`src/rtl/pd_mem_pkg.sv`:
```
// Shared types for the instruction/data memory arbiter: default widths,
// response owner tags and the single-port memory read/write encoding.
package pd_mem_pkg;

  localparam int ADDR_W_DEF = 32;
  localparam int DATA_W_DEF = 32;

  typedef enum logic [1:0] {
    OWN_NONE  = 2'd0,
    OWN_FETCH = 2'd1,
    OWN_DATA  = 2'd2
  } owner_e;

  localparam logic MEM_READ  = 1'b0;
  localparam logic MEM_WRITE = 1'b1;

  // Owner tag for a granted access; stores return nothing so they carry no owner.
  function automatic owner_e grant_owner(input logic f_gnt, input logic d_gnt, input logic d_we);
    owner_e own;
    own = OWN_NONE;
    if (d_gnt && !d_we) own = OWN_DATA;
    else if (f_gnt)     own = OWN_FETCH;
    return own;
  endfunction

endpackage

```
`src/rtl/imem_arbiter_if.sv`:
```
// Bundle of the fetch port, load/store port and single-port memory signals
// seen by imem_arbiter; slave is the arbiter side, master the core/memory side.
interface imem_arbiter_if
  import pd_mem_pkg::*;
#(
  parameter int ADDR_W = ADDR_W_DEF,
  parameter int DATA_W = DATA_W_DEF
);

  logic              f_req;
  logic [ADDR_W-1:0] f_addr;
  logic              f_flush;
  logic              f_gnt;
  logic              f_rvalid;
  logic [DATA_W-1:0] f_rdata;

  logic              d_req;
  logic              d_we;
  logic [ADDR_W-1:0] d_addr;
  logic [DATA_W-1:0] d_wdata;
  logic              d_gnt;
  logic              d_rvalid;
  logic [DATA_W-1:0] d_rdata;

  logic [ADDR_W-1:0] mem_address;
  logic [DATA_W-1:0] mem_data_in;
  logic              mem_read_write;
  logic [DATA_W-1:0] mem_data_out;

  modport slave (
    input  f_req, f_addr, f_flush,
    input  d_req, d_we, d_addr, d_wdata,
    input  mem_data_out,
    output f_gnt, f_rvalid, f_rdata,
    output d_gnt, d_rvalid, d_rdata,
    output mem_address, mem_data_in, mem_read_write
  );

  modport master (
    output f_req, f_addr, f_flush,
    output d_req, d_we, d_addr, d_wdata,
    output mem_data_out,
    input  f_gnt, f_rvalid, f_rdata,
    input  d_gnt, d_rvalid, d_rdata,
    input  mem_address, mem_data_in, mem_read_write
  );

endinterface

```
`src/rtl/imem_arb_age.sv`:
```
// Fetch starvation counter: counts consecutive data grants that bypassed a
// live fetch request and flags when the fetch side must win the next cycle.
module imem_arb_age #(
  parameter int STARVE_LIMIT = 4
) (
  input  logic clock,
  input  logic reset,
  input  logic i_f_req,
  input  logic i_f_flush,
  input  logic i_f_gnt,
  input  logic i_d_gnt,
  output logic o_starve
);

  localparam int                CNT_W = $clog2(STARVE_LIMIT + 1);
  localparam logic [CNT_W-1:0] LIMIT = CNT_W'(STARVE_LIMIT);

  logic [CNT_W-1:0] r_cnt;

  // A flushing fetch is not really waiting, so the count holds rather than grows.
  always_ff @(posedge clock) begin
    if (reset) begin
      r_cnt <= '0;
    end else if (i_f_gnt || !i_f_req) begin
      r_cnt <= '0;
    end else if (i_d_gnt && !i_f_flush && (r_cnt != LIMIT)) begin
      r_cnt <= r_cnt + 1'b1;
    end
  end

  assign o_starve = (r_cnt == LIMIT);

endmodule

```
`src/rtl/imem_arbiter.sv`:
```
// Fetch vs load/store arbiter for one single-port memory with a two-stage
// response owner pipeline. Optional fetch starvation guard: FETCH_STARVE_GUARD_EN.
module imem_arbiter
  import pd_mem_pkg::*;
#(
  parameter int ADDR_W       = ADDR_W_DEF,
  parameter int DATA_W       = DATA_W_DEF,
  parameter int STARVE_LIMIT = 4
) (
  input  logic          clock,
  input  logic          reset,
  imem_arbiter_if.slave bus
);

  logic              w_f_ok;
  logic              w_starve;
  logic              w_f_gnt;
  logic              w_d_gnt;
  logic              w_kill1;
  logic              w_f_rvalid;
  logic              w_d_rvalid;

  logic [ADDR_W-1:0] r_mem_addr;
  logic [DATA_W-1:0] r_mem_wdata;
  logic              r_mem_we;
  owner_e            r_own1;
  owner_e            r_own2;
  logic [DATA_W-1:0] r_f_cap;
  logic [DATA_W-1:0] r_f_hold;
  logic [DATA_W-1:0] r_d_rdata;

  assign w_f_ok  = bus.f_req & ~bus.f_flush;
  assign w_d_gnt = ~reset & bus.d_req & ~(w_starve & w_f_ok);
  assign w_f_gnt = ~reset & w_f_ok & ~w_d_gnt;

`ifdef FETCH_STARVE_GUARD_EN
  imem_arb_age #(
    .STARVE_LIMIT (STARVE_LIMIT)
  ) u_age (
    .clock     (clock),
    .reset     (reset),
    .i_f_req   (bus.f_req),
    .i_f_flush (bus.f_flush),
    .i_f_gnt   (w_f_gnt),
    .i_d_gnt   (w_d_gnt),
    .o_starve  (w_starve)
  );
`else
  assign w_starve = 1'b0;
`endif

  always_ff @(posedge clock) begin
    if (reset) begin
      r_mem_addr  <= '0;
      r_mem_wdata <= '0;
      r_mem_we    <= MEM_READ;
    end else if (w_d_gnt) begin
      r_mem_addr  <= bus.d_addr;
      r_mem_wdata <= bus.d_wdata;
      r_mem_we    <= bus.d_we ? MEM_WRITE : MEM_READ;
    end else if (w_f_gnt) begin
      r_mem_addr  <= bus.f_addr;
      r_mem_wdata <= '0;
      r_mem_we    <= MEM_READ;
    end else begin
      r_mem_we    <= MEM_READ;
    end
  end

  // Stage 1 tracks the access the memory is serving now; a flush drops a fetch there.
  assign w_kill1 = bus.f_flush & (r_own1 == OWN_FETCH);

  always_ff @(posedge clock) begin
    if (reset) begin
      r_own1 <= OWN_NONE;
      r_own2 <= OWN_NONE;
    end else begin
      r_own1 <= grant_owner(w_f_gnt, w_d_gnt, bus.d_we);
      r_own2 <= w_kill1 ? OWN_NONE : r_own1;
    end
  end

  always_ff @(posedge clock) begin
    if (reset) begin
      r_f_cap   <= '0;
      r_d_rdata <= '0;
    end else begin
      if ((r_own1 == OWN_FETCH) && !bus.f_flush) r_f_cap <= bus.mem_data_out;
      if (r_own1 == OWN_DATA)                    r_d_rdata <= bus.mem_data_out;
    end
  end

  // A flush arriving in the response cycle itself can only be honoured by masking.
  assign w_f_rvalid = ~reset & ~bus.f_flush & (r_own2 == OWN_FETCH);
  assign w_d_rvalid = ~reset & (r_own2 == OWN_DATA);

  always_ff @(posedge clock) begin
    if (reset) begin
      r_f_hold <= '0;
    end else if (w_f_rvalid) begin
      r_f_hold <= r_f_cap;
    end
  end

  assign bus.f_gnt          = w_f_gnt;
  assign bus.d_gnt          = w_d_gnt;
  assign bus.f_rvalid       = w_f_rvalid;
  assign bus.f_rdata        = w_f_rvalid ? r_f_cap : r_f_hold;
  assign bus.d_rvalid       = w_d_rvalid;
  assign bus.d_rdata        = r_d_rdata;
  assign bus.mem_address    = r_mem_addr;
  assign bus.mem_data_in    = r_mem_wdata;
  assign bus.mem_read_write = r_mem_we;

endmodule

```
`src/flat_wrapper.sv`:
```
// flat-port wrapper written by rule: the top's interface ports become plain ports
module imem_arbiter_flat import pd_mem_pkg::*;
#(
  parameter int ADDR_W       = ADDR_W_DEF,
  parameter int DATA_W       = DATA_W_DEF,
  parameter int STARVE_LIMIT = 4
)
  (clock, reset, bus_f_req, bus_f_addr, bus_f_flush, bus_d_req, bus_d_we, bus_d_addr, bus_d_wdata, bus_mem_data_out, bus_f_gnt, bus_f_rvalid, bus_f_rdata, bus_d_gnt, bus_d_rvalid, bus_d_rdata, bus_mem_address, bus_mem_data_in, bus_mem_read_write);
  imem_arbiter_if #(.ADDR_W(ADDR_W), .DATA_W(DATA_W)) bus_i ();
  input  logic clock;
  input  logic reset;
  input wire logic [$bits(bus_i.f_req)-1:0] bus_f_req;
  input wire logic [$bits(bus_i.f_addr)-1:0] bus_f_addr;
  input wire logic [$bits(bus_i.f_flush)-1:0] bus_f_flush;
  input wire logic [$bits(bus_i.d_req)-1:0] bus_d_req;
  input wire logic [$bits(bus_i.d_we)-1:0] bus_d_we;
  input wire logic [$bits(bus_i.d_addr)-1:0] bus_d_addr;
  input wire logic [$bits(bus_i.d_wdata)-1:0] bus_d_wdata;
  input wire logic [$bits(bus_i.mem_data_out)-1:0] bus_mem_data_out;
  output wire logic [$bits(bus_i.f_gnt)-1:0] bus_f_gnt;
  output wire logic [$bits(bus_i.f_rvalid)-1:0] bus_f_rvalid;
  output wire logic [$bits(bus_i.f_rdata)-1:0] bus_f_rdata;
  output wire logic [$bits(bus_i.d_gnt)-1:0] bus_d_gnt;
  output wire logic [$bits(bus_i.d_rvalid)-1:0] bus_d_rvalid;
  output wire logic [$bits(bus_i.d_rdata)-1:0] bus_d_rdata;
  output wire logic [$bits(bus_i.mem_address)-1:0] bus_mem_address;
  output wire logic [$bits(bus_i.mem_data_in)-1:0] bus_mem_data_in;
  output wire logic [$bits(bus_i.mem_read_write)-1:0] bus_mem_read_write;
  assign bus_i.f_req = bus_f_req;
  assign bus_i.f_addr = bus_f_addr;
  assign bus_i.f_flush = bus_f_flush;
  assign bus_i.d_req = bus_d_req;
  assign bus_i.d_we = bus_d_we;
  assign bus_i.d_addr = bus_d_addr;
  assign bus_i.d_wdata = bus_d_wdata;
  assign bus_i.mem_data_out = bus_mem_data_out;
  assign bus_f_gnt = bus_i.f_gnt;
  assign bus_f_rvalid = bus_i.f_rvalid;
  assign bus_f_rdata = bus_i.f_rdata;
  assign bus_d_gnt = bus_i.d_gnt;
  assign bus_d_rvalid = bus_i.d_rvalid;
  assign bus_d_rdata = bus_i.d_rdata;
  assign bus_mem_address = bus_i.mem_address;
  assign bus_mem_data_in = bus_i.mem_data_in;
  assign bus_mem_read_write = bus_i.mem_read_write;
  imem_arbiter #(.ADDR_W(ADDR_W), .DATA_W(DATA_W), .STARVE_LIMIT(STARVE_LIMIT)) u_core (.clock(clock), .reset(reset), .bus(bus_i));
endmodule
```
`config.mk`:
```
export PLATFORM = sky130hd
export DESIGN_NAME = imem_arbiter_flat
export DESIGN_NICKNAME = d
export VERILOG_FILES = /design/src/rtl/pd_mem_pkg.sv /design/src/rtl/imem_arbiter_if.sv /design/src/rtl/imem_arb_age.sv /design/src/rtl/imem_arbiter.sv /design/src/flat_wrapper.sv
export SDC_FILE = /design/constraint.sdc
export NUM_CORES = 1
export LEC_CHECK = 0
export CAP_MARGIN = 20
export CORE_MARGIN = 5
export CORE_UTILIZATION = 46
export CTS_BUF_LIST = sky130_fd_sc_hd__clkbuf_16
export DETAILED_ROUTE_END_ITERATION = 8
export GPL_ROUTABILITY_DRIVEN = 1
export GPL_TIMING_DRIVEN = 0
export PLACE_DENSITY = 0.91
export RECOVER_POWER = 100
export SKIP_LAST_GASP = 1
export SYNTH_ARGS = -nofsm -noshare
export SYNTH_HDL_FRONTEND = slang
export SYNTH_SLANG_ARGS = --single-unit
```
`constraint.sdc`:
```
create_clock -name clock -period 3.7 [get_ports clock]
set_clock_uncertainty 0.1 [all_clocks]
set_input_delay 0.74 -clock clock [delete_from_list [all_inputs] [get_ports clock]]
set_output_delay 0.74 -clock clock [all_outputs]
set_load 0.02 [all_outputs]
```
==> flow_metrics.py <==
metrics = {
    "drt": {
        "drt-total-wl_um": 21000,
        "drt-initial-drc-count": 401,
        "drtAntennaViolNets": 0,
        "first_pass_iters": 5,
        "via_per_inst": 5.23,
        "route.detailed.drc": 0,
        "routedWlPerCell_um": 17.6,
        "vias": 6246,
    },
    "yosys": {
        "yosys.area.top_type_share_pct": 53.0,
        "synth_common_cells": "nand2_1, dfxtp_1, a21oi_1, nor3_1, clkbuf_1",
        "yosysWarnings": 0,
        "synth_largest_area_cell": "dfxtp_1",
        "ys_ff_latch": 165,
        "synth_edf_count": 0,
        "synth_seq_area_share_pct": 53.0,
        "async_reset_ff_share_pct": 0,
        "syn_nets": 859,
        "synth_area_per_cell_um2": 8.59,
        "synth.most_common_cell": "nand2_1",
        "synth_area_mm2": 0.00623,
        "synth_area_leaders": "dfxtp_1, nand2_1, a21oi_1",
        "synthFlopType": "dfxtp_1",
        "synthCells": 725,
        "synthDistinctLibCells": 21,
    },
    "clock_tree": {
        "clk_latency_ns": 0.42,
        "post_cts_buffers": 0,
        "cts_buffers": 17,
        "h-tree-depth": 4,
        "clk_pin_slew_worst_paths_ns": 0.06,
        "tritoncts": "built",
        "cts.sinks": 165,
        "cts-root-buf": "clkbuf_16",
        "clk_path_buf_depth": 2,
    },
    "worst_setup_path": {
        "crit_chain": "clkdlybuf4s50_1 > or4b_1 > buf_2 > clkinv_4 > buf_6 > nand2_1 > nand2_1 > dlygate4sd2_1",
        "endpoint_kind": "output pin",
        "critPathBufInv": 5,
        "critical_path_class": "primary input to output pin",
        "cp_top_family": "buffers and inverters",
        "critPathMaxStageDelay_ns": 0.52,
        "start_kind": "primary input",
        "critPathMaxFanout": 10,
        "crit_top_cell": "nand2_1",
        "crit_slowest_cell": "or4b_1",
        "worst_ep_arrival_time_ns": 2.74,
        "cp_data_required_time_ns": 2.86,
    },
    "layout": {
        "area_growth_pct": 52.0,
        "fillCellCount": 1046,
        "stdcell_count": 1195,
        "n_antenna_cell": 0,
        "fin_nets": 1141,
        "layout-drive-gt1-share_pct": 7.16,
    },
    "placed_design": {
        "port_buffers": 264,
        "globalplace.congestion": 0.848,
        "post-dp-hpwl_um": 15700,
        "dp_slack_ns": -0.127,
        "dp.cells": 1165,
    },
    "floorplan": {
        "core_mm2": 0.0132,
        "fp.dieH_um": 126,
        "boundaryPins": 267,
        "die_area_mm2": 0.0160,
        "start_util_pct": 47.0,
        "fp.dieW_um": 126,
        "rows": 42,
    },
    "global_routing": {
        "grt_pass1_wl_um": 32600,
        "antenna_found_initial": 0,
        "grt_pass1_vias": 6251,
        "grt_max_degree": 17,
        "gr-usage-all-layers_pct": 25.5,
        "overflow": 0,
    },
    "sta": {
        "worst_slew_pin_slew_ns": 0.712,
        "slew_headroom_pct": 52.2,
        "hold_ws_ns": 0.352,
        "setup_violations": 0,
        "hold_viol_final": 0,
        "layout_setup_ws_ns": 0.117,
        "max_freq_mhz": 279,
        "period_minus_slack_ns": 3.58,
        "grt_setup_unrepaired": "no",
        "timing.final.crit_share_pct": 96.8,
        "setup_tns_ns": 0,
        "final_max_slew_viol_count": 0,
    },
    "pwr": {
        "p_leak_nw": 3.97,
        "powerDensity_mw_per_mm2": 422,
        "peakVddDrop_mv": 0.285,
    },
    "run_status": {
        "status": "finished clean",
    },
    "hold_path": {
        "min_path_type": "flop to flop",
    },
    "job": {
        "maxCapViolCount": 0,
    },
}
-- final timing paths --
check / slack [ns] / from / cells past startpoint / endpoint
hold / removal: 0.35 / u_core.bus.d_rdata[26]$_SDFFE_PP0N_ / 2 / u_core.bus.d_rdata[26]$_SDFFE_PP0N_
setup reg to reg: 1.87 / u_core.r_own1[0]$_SDFF_PP0_ / 4 / u_core.r_f_cap[6]$_SDFFE_PP0P_
setup / recovery: 0.12 / bus_f_flush / 8 / bus_f_rdata[8]
hold reg to reg: 0.35 / u_core.bus.d_rdata[26]$_SDFFE_PP0N_ / 2 / u_core.bus.d_rdata[26]$_SDFFE_PP0N_
-- power by group --
group          switching [mW]  total, mW  internal, mW
combinational           0.261      0.518         0.257
clock                   0.696       1.60         0.902
sequential             0.0356       1.88          1.84
total                   0.992       3.99          3.00
-- worst reg2reg max path, stage by stage, from the launching register on --
cell and delay, ns:
dfxtp_1 0.36, nor3b_1 0.58, clkbuf_1 0.47, nand2_1 0.13
a21oi_1 0.13
-- per-stage QoR --
step	power, mW	utilization (%)	cell area (um^2)
after global routing	4.12	71.5	9470
after global placement	2.44	68.7	9090
after floorplan	2.13	-	6230
final	3.99	71.5	9470
after detailed placement	2.46	68.7	9090
after CTS	4.04	72.3	9580
-- cells by family after synthesis --
| group | after synthesis | share of synthesized area (%) |
|---|---|---|
| buffers and inverters | 95 | 6.91 |
| and+or+nand+nor | 305 | 21.6 |
| DFF | 165 | 53.0 |
| AOI/OAI and AO/OA | 160 | 18.5 |
-- routing by layer --
layer  track usage [%]  vias up  wire length, um
met2              44.1      276            10400
met4              11.8        0              783
met5                 0        -                0
met3              7.44       57             1660
li1                  -     3013                -
met1              29.0     2900             8090
-- what timing repair did --
action | CTS | global route
resized for setup | 30 | 3
hold buffers | 0 | 0
endpoints found under the hold margin | 0 | 0
setup endpoints to repair | 31 | 3
-- area by class of cell --
| type | count | area (um^2) | share of cell area (%) |
|---|---|---|---|
| Clock buffer | 17 | 425 | 4.49 |
| Multi-Input combinational cell | 465 | 2430 | 25.6 |
| Timing Repair Buffer | 264 | 2590 | 27.3 |
| Clock inverter | 14 | 98.8 | 1.04 |
| Tap cell | 176 | 220 | 2.33 |
| Inverter | 33 | 129 | 1.36 |
| Buffer | 61 | 279 | 2.95 |
| Sequential cell | 165 | 3300 | 34.9 |
-- placed cells by master, fill, tap and decap left out, types with 21 or more instances in the layout --
cell	netlist	final
a22o_1	32	32
a2111oi_0	32	32
nor3_1	67	67
a21oi_1	67	75
dfxtp_1	165	165
nand2_1	195	211
dlygate4sd3_1	0	99
inv_1	32	35
clkbuf_1	43	49
clkdlybuf4s50_1	0	132
dlygate4sd2_1	0	30
a21oi_2	29	21
-- flip-flops by register name, summed over array words and instances, names as in the netlist --
| signal | cells |
|---|---|
| u_core.r_f_hold | 32 |
| u_core.r_own2 | 2 |
| u_core.r_own1 | 2 |
| u_core.bus.mem_read_write | 1 |
| u_core.bus.d_rdata | 32 |
| u_core.r_f_cap | 32 |
| u_core.bus.mem_data_in | 32 |
| u_core.bus.mem_address | 32 |
(Power assumes the default switching activity.)
